`config.mk`:
```
export PLATFORM = sky130hd
export DESIGN_NAME = axi_aw_router
export DESIGN_NICKNAME = d
export VERILOG_FILES = /design/src/rtl/axi_router_pkg.sv /design/src/rtl/axi_aw_router_rr_arbiter.sv /design/src/rtl/axi_aw_router.sv
export SDC_FILE = /design/constraint.sdc
export NUM_CORES = 1
export LEC_CHECK = 0
export ABC_AREA = 1
export BUFFER_PORTS_ARGS = -buffer_cell sky130_fd_sc_hd__buf_4
export CAP_MARGIN = 20
export CORE_AREA = 2 2 140 142
export DETAILED_ROUTE_END_ITERATION = 7
export DIE_AREA = 0 0 142 144
export PLACE_DENSITY_LB_ADDON = 0.12
export SLEW_MARGIN = 40
export SYNTH_ARGS = -nofsm -noshare
export SYNTH_HDL_FRONTEND = slang
export SYNTH_SLANG_ARGS = --single-unit
```
`constraint.sdc`:
```
create_clock -name ACLK -period 2.86 [get_ports ACLK]
set_input_delay 0.715 -clock ACLK [delete_from_list [all_inputs] [get_ports ACLK]]
set_output_delay 0.715 -clock ACLK [all_outputs]
set_load 0.02 [all_outputs]
```
`src/rtl/axi_router_pkg.sv`:
```
// Shared types and the address map for the AXI write-address router.
package axi_router_pkg;

    localparam int PKG_NUM_S     = 5;
    localparam int PKG_ADDR_BITS = 32;
    localparam int PKG_ID_BITS   = 4;
    localparam int PKG_IDS_BITS  = 8;
    localparam int PKG_LEN_BITS  = 4;
    localparam int PKG_SIZE_BITS = 3;

    // Upper slave-side ID bits carry the index of the originating master.
    localparam int TAG_BITS    = PKG_IDS_BITS - PKG_ID_BITS;
    localparam int DEFAULT_SLV = PKG_NUM_S - 1;

    typedef logic [PKG_ADDR_BITS-1:0] addr_t;

    // Region map. The last slot is the default slave: its mask of zero
    // against an all-ones base can never match, so it is only reached on a miss.
    localparam addr_t SLV_BASE [PKG_NUM_S] = '{
        32'h0000_0000, 32'h1000_0000, 32'h2000_0000, 32'h4000_0000, 32'hFFFF_FFFF
    };
    localparam addr_t SLV_MASK [PKG_NUM_S] = '{
        32'hFFFF_0000, 32'hFFFF_0000, 32'hFFF0_0000, 32'hC000_0000, 32'h0000_0000
    };

    typedef enum logic [1:0] {
        IDLE = 2'd0,
        ADDR = 2'd1,
        DATA = 2'd2,
        RESP = 2'd3
    } aw_state_e;

    typedef struct packed {
        logic [PKG_IDS_BITS-1:0]  id;
        addr_t                    addr;
        logic [PKG_LEN_BITS-1:0]  len;
        logic [PKG_SIZE_BITS-1:0] size;
        logic [1:0]               burst;
    } aw_req_t;

    function automatic logic addr_hit(input addr_t a, input addr_t base, input addr_t mask);
        return ((a & mask) == base);
    endfunction

endpackage

```
`src/rtl/axi_aw_router_rr_arbiter.sv`:
```
// Combinational round-robin arbiter: the winner is the first requester at or
// after i_ptr+1 (mod NUM_M). The pointer itself is owned by the parent.
module rr_arbiter #(
    parameter int NUM_M    = 2,
    parameter int IDX_BITS = (NUM_M > 1) ? $clog2(NUM_M) : 1
) (
    input  logic [NUM_M-1:0]    i_req,
    input  logic [IDX_BITS-1:0] i_ptr,
    output logic [NUM_M-1:0]    o_grant,
    output logic [IDX_BITS-1:0] o_idx,
    output logic                o_any
);

    // Walk the masters in priority order starting just after the pointer.
    always_comb begin
        logic w_take;
        o_grant = '0;
        o_idx   = '0;
        o_any   = 1'b0;
        w_take  = 1'b0;
        for (int i = 1; i <= NUM_M; i++) begin
            for (int m = 0; m < NUM_M; m++) begin
                w_take     = !o_any && i_req[m] && (m == ((int'(i_ptr) + i) % NUM_M));
                o_grant[m] = o_grant[m] | w_take;
                o_idx      = w_take ? IDX_BITS'(m) : o_idx;
                o_any      = o_any | w_take;
            end
        end
    end

endmodule

```
`src/rtl/axi_aw_router.sv`:
```
// AXI write-address router: round-robin accept from NUM_M masters, decode to
// one of NUM_S slaves, and hold the write path until W and B have finished.
module axi_aw_router #(
    parameter int NUM_M       = 2,
    parameter int NUM_S       = 5,
    parameter int ID_BITS     = 4,
    parameter int IDS_BITS    = 8,
    parameter int ADDR_BITS   = 32,
    parameter int LEN_BITS    = 4,
    parameter int SIZE_BITS   = 3,
    parameter int DEFAULT_SLV = NUM_S - 1,
    localparam int MI_BITS    = (NUM_M > 1) ? $clog2(NUM_M) : 1,
    localparam int SI_BITS    = (NUM_S > 1) ? $clog2(NUM_S) : 1
) (
    input  logic                         ACLK,
    input  logic                         ARESETn,
    input  logic [NUM_M*ID_BITS-1:0]     AWID_M,
    input  logic [NUM_M*ADDR_BITS-1:0]   AWADDR_M,
    input  logic [NUM_M*LEN_BITS-1:0]    AWLEN_M,
    input  logic [NUM_M*SIZE_BITS-1:0]   AWSIZE_M,
    input  logic [NUM_M*2-1:0]           AWBURST_M,
    input  logic [NUM_M-1:0]             AWVALID_M,
    output logic [NUM_M-1:0]             AWREADY_M,
    output logic [NUM_S*IDS_BITS-1:0]    AWID_S,
    output logic [NUM_S*ADDR_BITS-1:0]   AWADDR_S,
    output logic [NUM_S*LEN_BITS-1:0]    AWLEN_S,
    output logic [NUM_S*SIZE_BITS-1:0]   AWSIZE_S,
    output logic [NUM_S*2-1:0]           AWBURST_S,
    output logic [NUM_S-1:0]             AWVALID_S,
    input  logic [NUM_S-1:0]             AWREADY_S,
    input  logic                         wlast_hs,
    input  logic                         b_hs,
    output logic                         wr_busy,
    output logic [MI_BITS-1:0]           w_mst,
    output logic [SI_BITS-1:0]           w_slv
);

    import axi_router_pkg::*;

    localparam int TAGW = IDS_BITS - ID_BITS;

    aw_state_e            r_state;
    logic [MI_BITS-1:0]   r_ptr;
    logic [MI_BITS-1:0]   r_mst;
    logic [SI_BITS-1:0]   r_slv;
    logic                 r_awvalid;
    aw_req_t              r_req;

    logic [NUM_M-1:0]     w_gnt;
    logic [MI_BITS-1:0]   w_gnt_idx;
    logic                 w_gnt_any;
    logic                 w_accept;
    logic                 w_aw_hs;
    logic [ID_BITS-1:0]   w_sel_id;
    logic [ADDR_BITS-1:0] w_sel_addr;
    logic [LEN_BITS-1:0]  w_sel_len;
    logic [SIZE_BITS-1:0] w_sel_size;
    logic [1:0]           w_sel_burst;
    logic [SI_BITS-1:0]   w_dec;

    rr_arbiter #(
        .NUM_M    (NUM_M),
        .IDX_BITS (MI_BITS)
    ) u_arb (
        .i_req   (AWVALID_M),
        .i_ptr   (r_ptr),
        .o_grant (w_gnt),
        .o_idx   (w_gnt_idx),
        .o_any   (w_gnt_any)
    );

    // Select the winning master's AW fields.
    always_comb begin
        w_sel_id    = '0;
        w_sel_addr  = '0;
        w_sel_len   = '0;
        w_sel_size  = '0;
        w_sel_burst = '0;
        for (int m = 0; m < NUM_M; m++) begin
            if (w_gnt_idx == MI_BITS'(m)) begin
                w_sel_id    = AWID_M[m*ID_BITS +: ID_BITS];
                w_sel_addr  = AWADDR_M[m*ADDR_BITS +: ADDR_BITS];
                w_sel_len   = AWLEN_M[m*LEN_BITS +: LEN_BITS];
                w_sel_size  = AWSIZE_M[m*SIZE_BITS +: SIZE_BITS];
                w_sel_burst = AWBURST_M[m*2 +: 2];
            end else begin
                w_sel_id = w_sel_id;
            end
        end
    end

    // Address decode; scanning downwards lets the lowest matching slave win.
    always_comb begin
        w_dec = SI_BITS'(DEFAULT_SLV);
        for (int s = NUM_S - 1; s >= 0; s--) begin
            w_dec = addr_hit(w_sel_addr, SLV_BASE[s], SLV_MASK[s]) ? SI_BITS'(s) : w_dec;
        end
    end

    // Accept only in IDLE and never while reset is being applied.
    always_comb begin
        if (ARESETn && (r_state == IDLE)) begin
            AWREADY_M = w_gnt;
            w_accept  = w_gnt_any;
        end else begin
            AWREADY_M = '0;
            w_accept  = 1'b0;
        end
    end

    // Drive the registered request onto the decoded slave only; others see zeros.
    always_comb begin
        AWVALID_S = '0;
        AWID_S    = '0;
        AWADDR_S  = '0;
        AWLEN_S   = '0;
        AWSIZE_S  = '0;
        AWBURST_S = '0;
        for (int s = 0; s < NUM_S; s++) begin
            if (ARESETn && r_awvalid && (r_slv == SI_BITS'(s))) begin
                AWVALID_S[s]                       = 1'b1;
                AWID_S[s*IDS_BITS +: IDS_BITS]     = r_req.id;
                AWADDR_S[s*ADDR_BITS +: ADDR_BITS] = r_req.addr;
                AWLEN_S[s*LEN_BITS +: LEN_BITS]    = r_req.len;
                AWSIZE_S[s*SIZE_BITS +: SIZE_BITS] = r_req.size;
                AWBURST_S[s*2 +: 2]                = r_req.burst;
            end else begin
                AWVALID_S[s] = 1'b0;
            end
        end
    end

    assign w_aw_hs = |(AWVALID_S & AWREADY_S);

    // Transaction FSM: IDLE -> ADDR -> DATA -> RESP, holding the path until B.
    always_ff @(posedge ACLK) begin
        if (!ARESETn) begin
            r_state   <= IDLE;
            r_ptr     <= MI_BITS'(NUM_M - 1);
            r_mst     <= '0;
            r_slv     <= '0;
            r_awvalid <= 1'b0;
            r_req     <= '0;
        end else begin
            case (r_state)
                IDLE: begin
                    if (w_accept) begin
                        r_req.id    <= {TAGW'(w_gnt_idx), w_sel_id};
                        r_req.addr  <= w_sel_addr;
                        r_req.len   <= w_sel_len;
                        r_req.size  <= w_sel_size;
                        r_req.burst <= w_sel_burst;
                        r_mst       <= w_gnt_idx;
                        r_slv       <= w_dec;
                        r_ptr       <= w_gnt_idx;
                        r_awvalid   <= 1'b1;
                        r_state     <= ADDR;
                    end
                end
                ADDR: begin
                    if (w_aw_hs) begin
                        r_awvalid <= 1'b0;
                        r_state   <= DATA;
                    end
                end
                DATA: begin
                    if (wlast_hs) begin
                        r_state <= RESP;
                    end
                end
                RESP: begin
                    if (b_hs) begin
                        r_state <= IDLE;
                    end
                end
                default: begin
                    r_state   <= IDLE;
                    r_awvalid <= 1'b0;
                end
            endcase
        end
    end

    assign wr_busy = (r_state != IDLE);
    assign w_mst   = r_mst;
    assign w_slv   = r_slv;

endmodule

```
# Yosys cells after proc, flatten, opt, wreduce, memory -nomap -nowiden

Cells that the tools add are included.

Bits in registers: 54
Input port bits: 101
Output and inout port bits: 257
Logic and storage cells: 116

Add/sub/neg operators: 2
Equal/unequal tests: 16
Muxes and demuxes: 52
Bitwise logic cells: 8
Reductions and logical operators: 28

Operators by type and width:

| cell                                            | number |
|---|---|
| two-way mux 32 bit                              | 6 |
| zero test 32 bit                                | 3 |
| two-way mux 3 bit                               | 10 |
| two-way mux 4 bit                               | 7 |
| two-way mux 5 bit                               | 5 |
| two-way mux 2 bit                               | 11 |
| == test 16 x 13 -> 1 bit, second input constant | 1 |
| logical AND 1 bit                               | 14 |
| == test 12 x 10 -> 1 bit, second input constant | 1 |
| two-way mux 1 bit                               | 11 |
| != test 2 bit, second input constant            | 4 |
| one-hot mux 2 bit (4 select lines)              | 1 |
| == test 3 x 2 -> 1 bit, second input constant   | 2 |
| bitwise AND 5 bit                               | 1 |
| bitwise OR 1 bit                                | 5 |
| OR reduction 5 bit                              | 1 |
| == test 2 x 1 -> 1 bit, second input constant   | 2 |
| == test 2 bit, first input constant             | 2 |
| == test 2 bit, second input constant            | 2 |
| AND reduction 4 bit                             | 1 |
| nonzero test 2 bit                              | 2 |
| == test 3 x 1 -> 1 bit, second input constant   | 1 |
| == test 3 bit, second input constant            | 1 |
| zero test 1 bit                                 | 3 |
| other kinds (7)                                 | 9 |

# Depth between registers and ports, before layout

Gate-level depths: netlist of the first run.

Depth after elaboration: 22
Mapped depth: 13
Depth with buffers taken out: 12

# By module

A second synthesis of the first run with hierarchy kept.

Cell total of the unflattened synthesis: 756
Area, all modules: 4,090.2 sq um

Modules (own cells, without submodules):

| module        | instances | cells an instance | area each (sq um) | sequential area each (sq um) |
|---|---|---|---|---|
| axi_aw_router | 1         | 748               | 4,056.4           | 1,061.0 |
| rr_arbiter    | 1         | 8                 | 33.8              | 0.0 |

# Least setup slack after synthesis of the first run

Ideal clock, no wire load.

Path type: in2out
Start point: input ARESETn
End point: output AWADDR_S[100]
Data arrival time: 1.716 ns
Data required time: 2.145 ns
Setup slack: 0.429 ns
Cell stages on the path: 6
Path buffers: 2
Path through: nand2_1 nor2_2 nand3_1 clkbuf_1 buf_1 nor2_1

Cells in the longest elaborated chain, start to end: 3

RTL lines:

| what                            | line                 | source |
|---|---|---|
| start: declaration              | axi_aw_router.sv:16  | `input logic ARESETn,` |
| logical AND 1 bit (2 in series) | axi_aw_router.sv:120 | `if (ARESETn && r_awvalid && (r_slv == SI_BITS'(s))) begin` |
| two-way mux 32 bit              | axi_aw_router.sv:120 |  |
| end: declaration                | axi_aw_router.sv:25  | `output logic [NUM_S*ADDR_BITS-1:0] AWADDR_S,` |

Every way passes these cells.

# Worst setup path in the final report of the first run

Start point: input ARESETn
End point: output AWADDR_S[108]

Same word-level chain as after synthesis.

==> flow_summary.yaml, run 1 <==
clock_tree:
  cts-buffers-inserted: 5
  clock_latency_ps: 310
  clk_pin_slew_ps: 70
  cts_resized: 0
  holdBufCountCts: 0
  cts_tree: "yes"
  cts.path.max_buffers: 2
  cts_setup_buffers: 0
  cts_root_buffer: "clkbuf_16"
  htree_levels: 2
  clkSinkCount: 53
synth:
  syn_area_um2: 4071
  netlist.area_leader.share: 0.2606
  async_flop_share: 0
  yosysTopAreaCell: "dfxtp_1"
  synth_cell_types: 30
  ys_seq_elements: 53
  ys_seq_area_frac: 0.2606
  yosysWarnings: 0
  synth.top_cells.by_area: "dfxtp_1, nor2_1, inv_1"
  syn_area_per_cell_um2: 5.867
  netlist_instances: 694
  synth_edf_count: 0
  synth_flop_cell: "dfxtp_1"
drt:
  remaining_drc_errors: 0
  dr.pass1.iters: 4
  via_per_inst: 4.167
  wire_per_inst_um: 15.22
  drtAntennaViolNets: 0
  drt-initial-drc-count: 250
  dr_total_vias: 5213
  totalWireLength_um: 19040
timing:
  finClkSkew_ps: 11.24
  fin_crit_ps: 2602
  fmax_mhz: 384.3
  grt_setup_unrepaired: "false"
  timing.final.crit_share: 0.9098
  finalHoldViolCount: 0
  finalSetupViolCount: 0
  tns_ps: 0
  slew_violations: 0
  hold_ws_ps: 519.6
min_path:
  whs_path_depth: 2
  hp-class: "reg -> reg"
  hold_start: "r_req[41]$_SDFFE_PN0P_"
  hold_path_end: "r_req[41]$_SDFFE_PN0P_"
floorplan:
  fp.dieH_um: 144
  core_area_um2: 19080
  rows: 51
  die_area_um2: 20450
  initial_core_util: 0.2134
  die_w_um: 142
  pin_count: 358
setup_path:
  crit_chain: "buf_4 > nand2_1 > nor2_2 > nand3_2 > buf_4 > nor2_1 > buf_4"
  required_ps: 2140
  regToRegSetupSlack_ps: 890
  startpoint_type: "input pin"
  worstPathArrival_ps: 1890
  cp_common_cell: "buf_4"
  reg2reg_to: "r_state[0]$_SDFFE_PN0P_"
  worstSetupEndpointType: "output pin"
  cp_max_fo: 16
  reg2reg_depth: 12
  path_class: "in -> out"
  reg2reg_from: "r_awvalid$_SDFFE_PN0P_"
  critical-path-max-stage-delay_ps: 280
  slowest_stage: "buf_4"
finish:
  final_core_util: 0.3644
  drive_above_1_share: 0.3840
  area_growth_syn_to_layout_pct: 70.74
  diodes: 0
  nets: 1118
global_routing:
  antenna_found_initial: 0
  grt_pass1_wl_um: 27360
  track_usage: 0.1727
  grt_pass1_vias: 4680
  grt_max_degree: 57
  grt-ovfl-total: 0
place:
  portBuffers: 342
  gp_congestion: 0.7901
  hpwlAfterDp_um: 14960
pwr:
  power.total_w: 0.003048
  leakage_nw: 3.652
  comb_power_share: 0.464
  pwr-share-seq: 0.333
  intPower_w: 0.001715
  p_per_area_nw_per_um2: 438.4
  swShare: 0.4373
  power.switching_w: 0.001333
  p_clk_frac: 0.203
  peakVddDrop_v: 0.0002521
flow_run:
  maxCapViolations: 0
run_status:
  outcome: "finished clean"
[per-stage QoR]
stage / setup slack, ps / instances / area, um^2
final: 258.0 / 1251 / 6952
after global routing: 114.7 / 1251 / 6952
after CTS: 226.7 / 1251 / 6952
after detailed placement: 238.8 / 1243 / 6812
after global placement: 267.1 / 1243 / 6812
after floorplan: 428.7 / 708 / 4124
[state kept, by name, summed over array words and instances, names as in the netlist]
name and flops:
r_req 45, w_slv 3, r_state 2, r_awvalid 1, r_ptr 1, w_mst 1
[layout by cell type, fill, tap and decap left out]
cell / instances
nand2_2: 4
nand4_1: 1
o21ai_1: 11
clkbuf_16: 5
buf_12: 3
o31ai_1: 1
a21oi_1: 44
nand2_1: 70
a21oi_2: 5
o21ai_0: 36
dfxtp_1: 53
clkbuf_1: 2
o22ai_1: 1
inv_1: 83
nand3_2: 4
ha_1: 5
clkinv_2: 1
nor2_2: 2
clkinvlp_4: 1
mux2i_1: 29
nor2_1: 248
or2_1: 1
nand2_4: 2
conb_1: 15
nand3_1: 13
nand3b_1: 10
nor3_1: 1
buf_4: 358
inv_2: 4
[final cells by class]
class,count,area [um^2]
clock buffer,7,132.6
clock inverter,1,7.507
multi-input combinational,503,2374
timing repair buffer,361,2748
inverter,88,331.6
tap,238,297.8
fill,2167,12130
sequential,53,1061
[synth_stat cells, types with 3 or more instances]
| cell | n |
|---|---|
| nand3_1 | 16 |
| a21oi_2 | 5 |
| buf_2 | 9 |
| inv_1 | 83 |
| nand2_2 | 3 |
| nand2_1 | 71 |
| nand3b_1 | 10 |
| buf_1 | 6 |
| buf_4 | 18 |
| a21oi_1 | 44 |
| dfxtp_1 | 53 |
| buf_6 | 6 |
| mux2i_1 | 29 |
| o21ai_0 | 36 |
| ha_1 | 5 |
| inv_2 | 4 |
| o21ai_1 | 11 |
| nor2_1 | 248 |
| clkbuf_1 | 24 |
[critical path: cells and delay by family]
kind,cells,cell delay (ps)
buf+inv,3,520
simple gates,4,640
[logic make-up after synthesis]
group	synth area share
multiplexers	0.07130
AO/OA/AOI/OAI	0.1260
other	0.0009211
buffers and inverters	0.1736
adder cells (fa/ha/maj)	0.01537
AND/OR/NAND/NOR	0.3522
flip-flops	0.2606
[worst max path at each step]
stage,startpoint,end,slack [ps]
final,ARESETn,AWADDR_S[108],260
after global routing,ARESETn,AWID_S[28],110
after CTS,ARESETn,AWADDR_S[108],230
after detailed placement,ARESETn,AWADDR_S[108],240
after global placement,ARESETn,AWADDR_S[153],270
after floorplan,ARESETn,AWADDR_S[100],430
[per-layer routing]
metal,GRT usage,share of wire
met4,0.03947,0.013
met3,0.04040,0.065
met2,0.2985,0.49
met5,0,0
met1,0.2183,0.44
[power groups by stage]
stage	clock (W)	combinational [W]	sequential [W]
detailed placement	0	0.00143	0.00103
global route	0.000680	0.00158	0.00104
global placement	0	0.00143	0.00103
CTS	0.000653	0.00143	0.00102
floorplan	0	0.000978	0.00102
finish	0.000619	0.00141	0.00102
No activity file was read; power rests on OpenSTA's default activity.
==> run 2, diff against run 1 <==
--- a/config.mk
+++ b/config.mk
@@ -6,11 +6,13 @@
 export NUM_CORES = 1
 export LEC_CHECK = 0
 export ABC_AREA = 1
+export ABC_CLOCK_PERIOD_IN_PS = 2860
 export BUFFER_PORTS_ARGS = -buffer_cell sky130_fd_sc_hd__buf_4
 export CAP_MARGIN = 20
 export CORE_AREA = 2 2 140 142
 export DETAILED_ROUTE_END_ITERATION = 7
 export DIE_AREA = 0 0 142 144
+export GPL_TIMING_DRIVEN = 0
 export PLACE_DENSITY_LB_ADDON = 0.12
 export SLEW_MARGIN = 40
 export SYNTH_ARGS = -nofsm -noshare
==> flow_summary.yaml, run 2 (synthesis results as in run 1) <==
clock_tree:
  cts_tree: "yes"
  clock_latency_ps: 300
  holdBufCountCts: 0
  clkSinkCount: 53
  cts_root_buffer: "clkbuf_16"
  clk_pin_slew_ps: 70
  cts-buffers-inserted: 5
  htree_levels: 2
  cts.path.max_buffers: 2
run_status:
  outcome: "finished clean"
drt:
  drtAntennaViolNets: 0
  wire_per_inst_um: 16.46
  remaining_drc_errors: 0
  dr.pass1.iters: 4
  totalWireLength_um: 21350
  drt-initial-drc-count: 224
  via_per_inst: 4.244
  dr_total_vias: 5505
global_routing:
  grt_pass1_wl_um: 29430
  antenna_found_initial: 0
  grt_max_degree: 17
  track_usage: 0.1892
  grt_pass1_vias: 4938
  grt-ovfl-total: 0
timing:
  fin_crit_ps: 2755
  fmax_mhz: 363.0
  grt_setup_unrepaired: "false"
  finClkSkew_ps: 5.581
  slew_violations: 0
  tns_ps: 0
  finalSetupViolCount: 0
  hold_ws_ps: 515.8
  timing.final.crit_share: 0.9632
  relSlewSlack: 0.5893
  finalHoldViolCount: 0
  worst_pin_slew_ps: 616.1
pwr:
  power.total_w: 0.003160
  leakage_nw: 3.833
  peakVddDrop_v: 0.0002326
  p_per_area_nw_per_um2: 438.6
finish:
  largest-register: "r_req"
  n_fill_cell: 2141
  largest_reg_flops: 45
  regArea_um2: 1061
  drive_above_1_share: 0.4032
  diodes: 0
  fin_area_um2: 7206
  multiInputGateArea_um2: 2376
  area_growth_syn_to_layout_pct: 76.98
  final_core_util: 0.3777
  final_cell_mix: "buf_4, nor2_1, inv_1"
  final_common_cell: "buf_4"
  nets: 1164
floorplan:
  rows: 51
  initial_core_util: 0.2134
  die_area_um2: 20450
  die_w_um: 142
  core_area_um2: 19080
  pin_count: 358
  fp.dieH_um: 144
setup_path:
  worstSetupEndpointType: "output pin"
  startpoint_type: "input pin"
  cp_max_fo: 10
  required_ps: 2140
  reg2reg_depth: 9
  worstPathArrival_ps: 2040
  path_class: "in -> out"
min_path:
  hp-class: "reg -> reg"
  whs_path_depth: 2
place:
  hpwlAfterDp_um: 17220
  portBuffers: 342
  placed_area_um2: 6992
  gp_congestion: 0.7841
flow_run:
  maxCapViolations: 0
-- run 2: changes by cell type in the layout (fill, tap and decap cells not counted), moves of 2 or more --
cell and delta:
buf_12 -3, buf_2 +13, buf_4 +7, buf_6 +6
clkbuf_1 +5, clkbuf_2 +12, clkbuf_4 +3, nand3_1 +2
nand3_2 -3
-- run 2: worst paths after layout --
path	startpoint	to	slack, ps
worst max-delay path	ARESETn	AWSIZE_S[3]	110
worst min-delay path	r_awvalid$_SDFFE_PN0P_	r_awvalid$_SDFFE_PN0P_	520
worst max register to register	r_state[0]$_SDFFE_PN0P_	r_req[1]$_SDFFE_PN0P_	940
worst min register to register	r_awvalid$_SDFFE_PN0P_	r_awvalid$_SDFFE_PN0P_	520
-- run 2: metrics by stage --
step / std cells / setup slack [ps]
floorplan: 708 / 428.7
global placement: 1288 / -649.5
detailed placement: 1288 / -494.0
CTS: 1294 / -58.16
global route: 1297 / 0.4774
finish: 1297 / 105.2
-- run 2: area by class of cell --
cell class | count | area share
clock inverter | 2 | 0.001910
clock buffer | 6 | 0.01789
sequential | 53 | 0.1472
multi-input combinational | 503 | 0.3297
tap | 238 | 0.04133
buffer | 62 | 0.05643
inverter | 88 | 0.04601
timing repair buffer | 345 | 0.3594
-- run 2: report_power, final --
group | switching [W] | internal (W) | total (W) | leakage, nW
Sequential | 0.000105 | 0.000919 | 0.00102 | 0.437
Clock | 0.000290 | 0.000328 | 0.000618 | 0.0712
Combinational | 0.000990 | 0.000528 | 0.00152 | 3.32
-- run 2: layer usage --
metal / global-route usage / part of all wire
met1: 0.2316 / 0.42
met3: 0.03278 / 0.062
met5: 0 / 0
met4: 0.03789 / 0.013
met2: 0.3481 / 0.50
-- run 2: worst max-delay path, cell delays in order --
cell,delay [ps]
buf_4,140
nand2_1,100
nor2_4,160
nand3_1,140
buf_4,240
clkbuf_4,240
nor2_1,130
buf_4,150
-- run 2: repair_timing --
action	4_1_cts	5_1_grt
resized for setup	19	18
setup endpoints to repair	201	172
setup buffers	0	3
